**config.mk**
```make
export PLATFORM = sky130hd
export DESIGN_NAME = uart_tx_arbiter_flat
export DESIGN_NICKNAME = d
export VERILOG_FILES = /design/src/rtl/uart_pkg.sv /design/src/rtl/uart_tx_arbiter_if.sv /design/src/rtl/uart_tx_arbiter_rr_pick.sv /design/src/rtl/uart_tx_arbiter.sv /design/src/flat_wrapper.sv
export SDC_FILE = /design/constraint.sdc
export NUM_CORES = 1
export LEC_CHECK = 0
export ABC_CLOCK_PERIOD_IN_PS = 3700
export CAP_MARGIN = 0
export CORE_MARGIN = 3
export CORE_UTILIZATION = 47
export CTS_CLUSTER_DIAMETER = 150
export DETAILED_ROUTE_END_ITERATION = 7
export PLACE_DENSITY = 0.8
export SLEW_MARGIN = 5
export SYNTH_ARGS = -nofsm -noshare
export SYNTH_HDL_FRONTEND = slang
export SYNTH_SLANG_ARGS = --single-unit
```
**constraint.sdc**
```tcl
create_clock -name clock -period 3.7 [get_ports clock]
set_input_delay 1.11 -clock clock [delete_from_list [all_inputs] [get_ports clock]]
set_output_delay 1.11 -clock clock [all_outputs]
set_load 0.01 [all_outputs]
```
**src/rtl/uart_pkg.sv**
```systemverilog
// uart_pkg: shared flow-control constants, arbiter state encoding and one-hot helper
package uart_pkg;
  localparam logic [7:0] XOFF = 8'h13;
  localparam logic [7:0] XON = 8'h11;
  typedef enum logic [1:0] {IDLE, ISSUE, SETTLE, DRAIN} state_t;
  function automatic logic [2:0] oh2idx(input logic [7:0] oh);
    oh2idx = '0;
    for (int i = 0; i < 8; i++) if (oh[i]) oh2idx = 3'(i);
  endfunction
endpackage

```
**src/rtl/uart_tx_arbiter_if.sv**
```systemverilog
// uart_tx_arbiter_if: requester, uart_tx and uart_rx signals seen by the arbiter
interface uart_tx_arbiter_if #(parameter int NUM_REQ = 4);
  logic [NUM_REQ-1:0] req_valid_i;
  logic [8*NUM_REQ-1:0] req_data_i;
  logic [NUM_REQ-1:0] req_last_i;
  logic [NUM_REQ-1:0] req_ready_o;
  logic tx_write_o;
  logic [7:0] tx_data_o;
  logic tx_busy_i;
  logic rx_valid_i;
  logic [7:0] rx_data_i;
  modport slave (
    input req_valid_i, req_data_i, req_last_i, tx_busy_i, rx_valid_i, rx_data_i,
    output req_ready_o, tx_write_o, tx_data_o
  );
  modport master (
    output req_valid_i, req_data_i, req_last_i, tx_busy_i, rx_valid_i, rx_data_i,
    input req_ready_o, tx_write_o, tx_data_o
  );
endinterface

```
**src/rtl/uart_tx_arbiter_rr_pick.sv**
```systemverilog
// rr_pick: one-hot select of the first request at or above the pointer, wrapping
module rr_pick #(
  parameter int N = 4,
  parameter int PW = $clog2(N)
) (
  input logic [N-1:0] i_req,
  input logic [PW-1:0] i_ptr,
  output logic [N-1:0] o_gnt
);
  // scan offsets downward so the nearest request above the pointer wins last
  always_comb begin
    o_gnt = '0;
    for (int j = N - 1; j >= 0; j--)
      if (i_req[(int'(i_ptr) + j) % N]) o_gnt = {{(N-1){1'b0}}, 1'b1} << ((int'(i_ptr) + j) % N);
  end
endmodule

```
**src/rtl/uart_tx_arbiter.sv**
```systemverilog
// uart_tx_arbiter: packet-level round-robin sharing of one uart_tx with XON/XOFF pause
module uart_tx_arbiter
  import uart_pkg::*;
#(
  parameter int NUM_REQ = 4,
  parameter logic [7:0] XOFF_BYTE = XOFF,
  parameter logic [7:0] XON_BYTE = XON,
  parameter int LOCK_TIMEOUT = 65535
) (
  input logic clock,
  input logic reset_n,
  uart_tx_arbiter_if.slave bus,
  output logic [NUM_REQ-1:0] grant_o,
  output logic paused_o
);
  localparam int PW = $clog2(NUM_REQ);
  state_t r_state, w_state;
  logic [NUM_REQ-1:0] r_grant, w_grant, w_pick, r_ready;
  logic [PW-1:0] r_ptr, w_ptr, w_k, w_kp1;
  logic r_paused, r_write, w_issue, w_wait, w_tout, w_rel;
  logic [7:0] r_data;
  logic [15:0] r_cnt;
  rr_pick #(.N(NUM_REQ), .PW(PW)) u_pick (.i_req(bus.req_valid_i), .i_ptr(r_ptr), .o_gnt(w_pick));
  assign w_k = PW'(oh2idx(8'(r_grant)));
  assign w_kp1 = (w_k == PW'(NUM_REQ - 1)) ? '0 : w_k + PW'(1);
  assign w_issue = r_state == ISSUE && |r_grant && !r_paused && !bus.tx_busy_i && bus.req_valid_i[w_k];
  assign w_wait = r_state == ISSUE && |r_grant && !r_paused && !bus.req_valid_i[w_k];
  assign w_tout = w_wait && r_cnt == 16'(LOCK_TIMEOUT - 1);
  assign w_rel = (w_issue && bus.req_last_i[w_k]) || w_tout;
  // next state, grant and pointer: grant is held until the packet's last byte or a lock timeout
  always_comb begin
    w_state = r_state;
    w_grant = r_grant;
    w_ptr = r_ptr;
    case (r_state)
      IDLE: begin
        w_grant = |r_grant ? r_grant : w_pick;
        w_state = |w_grant ? ISSUE : IDLE;
      end
      ISSUE: begin
        w_grant = w_rel ? '0 : r_grant;
        w_ptr = w_rel ? w_kp1 : r_ptr;
        w_state = w_issue ? SETTLE : w_tout ? IDLE : ISSUE;
      end
      SETTLE: w_state = DRAIN;
      DRAIN: w_state = bus.tx_busy_i ? DRAIN : |r_grant ? ISSUE : IDLE;
      default: w_state = IDLE;
    endcase
  end
  // registered state, uart_tx write pulse, held data byte, pause flag and lock counter
  always_ff @(posedge clock or negedge reset_n)
    if (!reset_n) begin
      r_state <= IDLE;
      r_grant <= '0;
      r_ptr <= '0;
      r_paused <= 1'b0;
      r_write <= 1'b0;
      r_ready <= '0;
      r_data <= '0;
      r_cnt <= '0;
    end else begin
      r_state <= w_state;
      r_grant <= w_grant;
      r_ptr <= w_ptr;
      r_paused <= bus.rx_valid_i && bus.rx_data_i == XOFF_BYTE ? 1'b1 :
                  bus.rx_valid_i && bus.rx_data_i == XON_BYTE ? 1'b0 : r_paused;
      r_write <= w_issue;
      r_ready <= w_issue ? r_grant : '0;
      r_data <= w_issue ? bus.req_data_i[{w_k, 3'b000} +: 8] : r_data;
      r_cnt <= w_wait && !w_tout ? r_cnt + 16'd1 : (r_state == ISSUE && r_paused) ? r_cnt : '0;
    end
  assign grant_o = r_grant;
  assign paused_o = r_paused;
  assign bus.tx_write_o = r_write;
  assign bus.tx_data_o = r_data;
  assign bus.req_ready_o = r_ready;
endmodule
```
**src/flat_wrapper.sv**
```systemverilog
// flat-port wrapper written by rule: the top's interface ports become plain ports
module uart_tx_arbiter_flat import uart_pkg::*;
#(
  parameter int NUM_REQ = 4,
  parameter logic [7:0] XOFF_BYTE = XOFF,
  parameter logic [7:0] XON_BYTE = XON,
  parameter int LOCK_TIMEOUT = 65535
)
  (clock, reset_n, grant_o, paused_o, bus_req_valid_i, bus_req_data_i, bus_req_last_i, bus_tx_busy_i, bus_rx_valid_i, bus_rx_data_i, bus_req_ready_o, bus_tx_write_o, bus_tx_data_o);
  uart_tx_arbiter_if #(.NUM_REQ(NUM_REQ)) bus_i ();
  input logic clock;
  input logic reset_n;
  output logic [NUM_REQ-1:0] grant_o;
  output logic paused_o;
  input wire logic [$bits(bus_i.req_valid_i)-1:0] bus_req_valid_i;
  input wire logic [$bits(bus_i.req_data_i)-1:0] bus_req_data_i;
  input wire logic [$bits(bus_i.req_last_i)-1:0] bus_req_last_i;
  input wire logic [$bits(bus_i.tx_busy_i)-1:0] bus_tx_busy_i;
  input wire logic [$bits(bus_i.rx_valid_i)-1:0] bus_rx_valid_i;
  input wire logic [$bits(bus_i.rx_data_i)-1:0] bus_rx_data_i;
  output wire logic [$bits(bus_i.req_ready_o)-1:0] bus_req_ready_o;
  output wire logic [$bits(bus_i.tx_write_o)-1:0] bus_tx_write_o;
  output wire logic [$bits(bus_i.tx_data_o)-1:0] bus_tx_data_o;
  assign bus_i.req_valid_i = bus_req_valid_i;
  assign bus_i.req_data_i = bus_req_data_i;
  assign bus_i.req_last_i = bus_req_last_i;
  assign bus_i.tx_busy_i = bus_tx_busy_i;
  assign bus_i.rx_valid_i = bus_rx_valid_i;
  assign bus_i.rx_data_i = bus_rx_data_i;
  assign bus_req_ready_o = bus_i.req_ready_o;
  assign bus_tx_write_o = bus_i.tx_write_o;
  assign bus_tx_data_o = bus_i.tx_data_o;
  uart_tx_arbiter #(.NUM_REQ(NUM_REQ), .XOFF_BYTE(XOFF_BYTE), .XON_BYTE(XON_BYTE), .LOCK_TIMEOUT(LOCK_TIMEOUT)) u_core (.clock(clock), .reset_n(reset_n), .bus(bus_i), .grant_o(grant_o), .paused_o(paused_o));
endmodule
```
==> summary.txt <==
GRT
  • Initial antenna violation count: 0
  • Total gr overflow: 0
  • First-pass GRT wire length: around 8600 um
  • All-Layer GR Usage: roughly a fifth
  • Vias in the first global route: around 2.0k
  • Largest net degree at the start of global routing: 39

Synth
  • Syn Inst Count: between 200 and 250
  • Yosys Warn Count: 0
  • Synth top area share: 41.7%
  • Main synth FF type: dfrtp_1
  • Post-synth EDFFs: 0
  • Yosys top cell by area: dfrtp_1
  • Synthesis-stage register bit count: 38
  • Synthesized net count: ~300
  • FFs w/ async S/R, synth: 100%
  • Most numerous cell in the Yosys netlist: nor2_1
  • Sequential-to-total area share from yosys stat: between 40% and 50%
  • Syn Area/Cell: slightly above 9 sq um
  • Post-synth top cells: 53 x nor2_1, 38 x dfrtp_1, 31 x a21oi_1
  • Netlist cell types: 45
  • Dominant cells by area after synthesis: dfrtp_1 42%, nor2_1 8.7%, a21oi_1 6.8%
  • Post-Synthesis Cell Area: approximately 2300 sq um

Routing
  • Remaining DRCs: 0
  • First-pass DRT Iterations: 6
  • Wirelength per Cell: about 14 um
  • DRT iter0 DRCs: 146
  • Total wire length: around 5200 um
  • DRT antenna net count: 0
  • DR vias/cell: approximately 5.4
  • Detailed-route via count: slightly above 2k

Floorplan
  • Starting Density: 50.3%
  • Die height: ~76 um
  • Die area: ~5700 sq um
  • Die width: between 70 and 80 um
  • # IOs: 70
  • Row count: 24
  • Core area: 4530 sq um

Power
  • Worst vdd rail ir drop: 0.169 mV
  • Power Density: between 200 and 300 nW/um^2
  • Leakage: between 1 and 1.5 nW
  • Tot Pwr: 0.789 mW

STA
  • Setup_tns: 0 ns
  • Fin crit share: approximately 87%
  • Final Hold Viols: 0
  • Slew headroom: about 45%
  • Worst Max-Slew Pin Slew: around 0.8 ns
  • Clock Skew: 0.00511 ns
  • F_max: 310 MHz
  • Final setup fails: 0
  • RSZ-0062 raised after global routing: false
  • Pins Over Slew Limit: 0
  • Min cycle time layout: 3.22 ns

Finish
  • Layout Nets: ~380
  • N_diodes: 0
  • Synth-to-Final Area Change: 36.7%
  • Layout cell share with drive strength beyond 1: roughly 6%

Status
  • Status: complete, no violations

CTS
  • Cts hold-fix bufs: 0
  • Setup Buffers After CTS: 0
  • Inserted Clock Buffers: 5
  • TritonCTS Sinks: 38
  • Clk_lat worst skew: approximately 0.28 ns
  • Post_cts resized: 0
  • Root buffer cell: clkbuf_8
  • CTS tree: done
  • Clk pin slew, worst setup/hold paths: roughly 0.070 ns
  • CTS HTree Levels: 2
  • Clk buf depth: 2

Setup path
  • Worst EP required: ~3.9 ns
  • Worst path slowest cell: mux4_1
  • Largest stage delay, worst path: roughly 0.56 ns
  • Worst-path cell chain: clkdlybuf4s50_1 -> mux4_1 -> or2_4 -> a221o_1 -> a31oi_1 -> nand4_1 -> a221o_1
  • Worst setup SP type: input pin
  • Crit-path most repeated cell: a221o_1
  • Critical path class: in2reg
  • CP endpoint kind: flip-flop
  • Highest net fanout along the worst path: 6
  • Crit path arrival time: between 3 and 4 ns

Hold path
  • Hold Path Class: reg2reg

Place
  • Port bufs: a little under 70
  • Placer Congestion: ~0.89
  • HPWL reported at the end of detailed placement: roughly 4000 um

Job
  • Max-cap viol count: 0
[worst paths after layout]
| kind | cells after the start | slack, ns | endpoint | start |
|---|---|---|---|---|
| min | 2 | 0.53 | u_core.bus.tx_data_o[3] | u_core.bus.tx_data_o[3] |
| min in group asynchronous | 1 | 0.91 | u_core.paused_o | reset_n |
| max | 7 | 0.48 | u_core.r_state[0] | bus_req_valid_i[3] |
| min reg2reg | 2 | 0.53 | u_core.bus.tx_data_o[3] | u_core.bus.tx_data_o[3] |
| max reg2reg | 8 | 0.65 | u_core.r_state[0] | u_core.r_ptr[0] |
| max in group asynchronous | 1 | 2.28 | u_core.bus.tx_data_o[0] | reset_n |
[area by class of cell]
| class | instances | area (sq um) |
|---|---|---|
| fill | 366 | 1420 |
| inverter | 7 | 26.3 |
| multi-input combinational | 189 | 1270 |
| sequential | 38 | 951 |
| timing repair buffer | 73 | 716 |
| clock buffer | 5 | 68.8 |
| tap | 65 | 81.3 |
| clock inverter | 2 | 10.0 |
[power breakdown]
part / switching [mW] / internal [mW] / total, mW
logic: 0.0401 / 0.0687 / 0.109
clock network: 0.133 / 0.126 / 0.260
registers: 0.00302 / 0.417 / 0.420
[critical path, delay by kind of cell]
kind | cells | cell delay [ns]
AO/OA/AOI/OAI | 3 | 0.83
multiplexers | 1 | 0.56
buffers and inverters | 1 | 0.48
AND/OR/NAND/NOR | 2 | 0.40
[state kept, by name, summed over array words and instances, names as in the netlist]
name,count
u_core.r_ptr,2
u_core.bus.tx_write_o,1
u_core.r_cnt,16
u_core.grant_o,4
u_core.bus.req_ready_o,4
u_core.r_state,2
u_core.bus.tx_data_o,8
u_core.paused_o,1
[metal layers]
layer  share of wire, %  track usage, %  up-vias
li1                   -               -     1004
met1                 43            23.4      948
met2                 48            33.7       75
met3                6.9            6.33       10
met4                2.1            6.21        0
met5                  0               0        -
[through the flow]
step,worst slack [ns],hold slack [ns],instances,instance area [sq um],utilization (%)
after global routing,0.418,0.555,379,3120,68.8
after global placement,0.312,0.504,372,3040,67.1
after floorplan,0.860,0.498,244,2280,-
final,0.478,0.528,379,3120,68.8
after CTS,0.522,0.531,379,3120,68.8
after detailed placement,0.223,0.516,372,3040,67.1
[cells by family (layout without fill, tap and decap cells)]
group	count (synthesis)	count (layout)	synth area share [%]
AOI/OAI and AO/OA	52	52	14.5
muxes	16	16	9.81
buffers and inverters	17	87	2.85
DFF	38	38	41.7
and+or+nand+nor	96	96	19.9
xor gates and xnor gates	15	15	5.76
adders and majority gates	10	10	5.48
[placed cells by master, fill, tap and decap left out, types with 6 or more instances in the layout]
cell type	synthesis	routed
nor2_1	53	53
mux2i_1	10	10
a21oi_1	31	31
dfrtp_1	38	38
clkdlybuf4s50_1	0	68
inv_1	7	7
xnor2_1	7	7
ha_1	10	10
nand3_1	6	6
xor2_1	8	8
nand2_1	11	11
Note: power is estimated with default switching activity, not from simulation.
==> edit (same flow settings) <==
Take the reset off `r_data` and load it in a clocked block of its own.
--- a/src/rtl/uart_tx_arbiter.sv
+++ b/src/rtl/uart_tx_arbiter.sv
@@ -56,7 +56,6 @@
       r_paused <= 1'b0;
       r_write <= 1'b0;
       r_ready <= '0;
-      r_data <= '0;
       r_cnt <= '0;
     end else begin
       r_state <= w_state;
@@ -66,9 +65,12 @@
                   bus.rx_valid_i && bus.rx_data_i == XON_BYTE ? 1'b0 : r_paused;
       r_write <= w_issue;
       r_ready <= w_issue ? r_grant : '0;
-      r_data <= w_issue ? bus.req_data_i[{w_k, 3'b000} +: 8] : r_data;
       r_cnt <= w_wait && !w_tout ? r_cnt + 16'd1 : (r_state == ISSUE && r_paused) ? r_cnt : '0;
     end
+
+  always_ff @(posedge clock) begin
+    r_data <= w_issue ? bus.req_data_i[{w_k, 3'b000} +: 8] : r_data;
+  end
   assign grant_o = r_grant;
   assign paused_o = r_paused;
   assign bus.tx_write_o = r_write;
Check against the original RTL: not settled (the Yosys comparison gave no result); the edit may change what the design does.
==> edit against the unedited design <==
Global-route usage increased by 0.58 points. Wire length increased by 7.6%. Cell area increased by 0.72%. Non-clock buffer count increased by 2. Sequential cell count unchanged. Total power increased by 8.7%. Critical endpoint unchanged. Area after synthesis decreased by 0.44%. Worst setup slack improved by 0.0029 ns.
==> edit: results (changes against the unedited design) <==
{| class="wikitable"
! Metric !! Value
|-
| Run status || complete, no violations
|-
| Drt initial violations || 101 (-31%)
|-
| Highest fanout seen on the critical path || 6 (unchanged)
|-
| Wire length on met3 || 162 um (-55%)
|-
| Global-route track usage on met1 || 26.3% (+2.9 points)
|-
| Count of flip-flops and latches || 38 (unchanged)
|-
| HPWL Detailed || 4340 um (+11%)
|-
| Inverters || 10 (+3)
|-
| Detailed Routing Iterations Pass 1 || 4 (-2)
|-
| Proportion of register bits with asynchronous set or reset after synthesis || 78.9% (-21 points)
|-
| Peak supply drop || 0.145 mV (-14%)
|-
| Worst setup slack before clock tree synthesis || 0.177 ns (-0.0464 ns)
|-
| Most numerous cell types in the synthesized netlist || 37 x nor2_1, 30 x dfrtp_1, 19 x nand2_1
|-
| WL met2 || 2870 um (+16%)
|-
| Routed WL per cell || 15.5 um (+14%)
|-
| Non-filler cells, final || 358 (-5.5%)
|-
| Met1 Routed Length || 2460 um (+11%)
|-
| Number of placed cells counting well taps || 350 (-5.9%)
|-
| Clock Skews || 0.00609 ns (+0.000974 ns)
|-
| Setup repair bufs after CTS || 0 (unchanged)
|-
| Count of mapped cells out of synthesis || 232 (-4.9%)
|-
| Fillcell total || 345 (-5.7%)
|-
| Post-route design area || 0.00314 mm2 (+0.72%)
|-
| Clock buffers || 6 (+1)
|-
| Routability cong. || 0.814 (-8.4%)
|-
| Multi-input gates || 175 (-7.4%)
|-
| Fraction of layout instances using a drive strength above 1 || 7.52% (+1.5 points)
|-
| Layout net count || 367 (-2.4%)
|-
| Number of flops mapped to enable cells by yosys || 8 (+8)
|-
| Number of global-route vias before repair || 1809 (-9.6%)
|-
| Leakage power || 1.24 nW (-4.0%)
|-
| Via count of the routed design || 1935 (-5.0%)
|-
| Final Core Density || 69.8% (+0.96 points)
|-
| Wire length of the first global-routing pass || 8630 um (+0.81%)
|-
| Met3 track demand over resource in global routing || 5.15% (-1.2 points)
|-
| Slowest CP cell || mux4_2
|-
| Overall Global Routing Usage || 20.2% (+0.58 points)
|-
| Sequential element share of the synthesized area || 43.6% (+1.9 points)
|-
| Placed standard-cell area || 0.00304 mm2 (about the same)
|-
| Non-clk bufs || 75 (+2.7%)
|-
| Fraction of area in multi-input gates || 38.5% (-2.1 points)
|-
| Worst slew slack as a fraction of its limit || 58.8% (+14 points)
|-
| Biggest area contributors in the synthesized netlist || dfrtp_1 33%, edfxtp_1 11%, nor2_1 6.1%
|-
| Mapped Nets || 294 (-3.9%)
|-
| Register area || 991 um2 (+4.2%)
|-
| Clock-cell share of area || 3.31% (+0.78 points)
|-
| Clock tree buffer depth || 2 (unchanged)
|}
[edit: cell families after synthesis]
family                     after synthesis  synth area share (%)
xor gates and xnor gates                15                  5.78
adders and majority gates               10                  5.51
buffers and inverters                   19                  3.19
DFF                                     38                  43.6
AOI/OAI and AO/OA                       44                  13.0
muxes                                   16                  9.69
and+or+nand+nor                         90                  19.2
[edit: final timing paths]
path / start / to / slack, ns / cells after the start
max: bus_req_valid_i[3] / u_core.r_state[0] / 0.48 / 7
min: u_core.r_cnt[7] / u_core.r_cnt[7] / 0.55 / 2
max reg2reg: u_core.r_ptr[0] / u_core.r_state[0] / 0.66 / 8
min reg2reg: u_core.r_cnt[7] / u_core.r_cnt[7] / 0.55 / 2
max in group asynchronous: reset_n / u_core.grant_o[2] / 2.21 / 2
min in group asynchronous: reset_n / u_core.r_cnt[8] / 1.21 / 2
[edit: where the power goes]
part / internal [mW] / switching [mW]
Combinational: 0.0691 / 0.0381
Sequential: 0.429 / 0.00301
Clock: 0.171 / 0.147
Total: 0.670 / 0.188
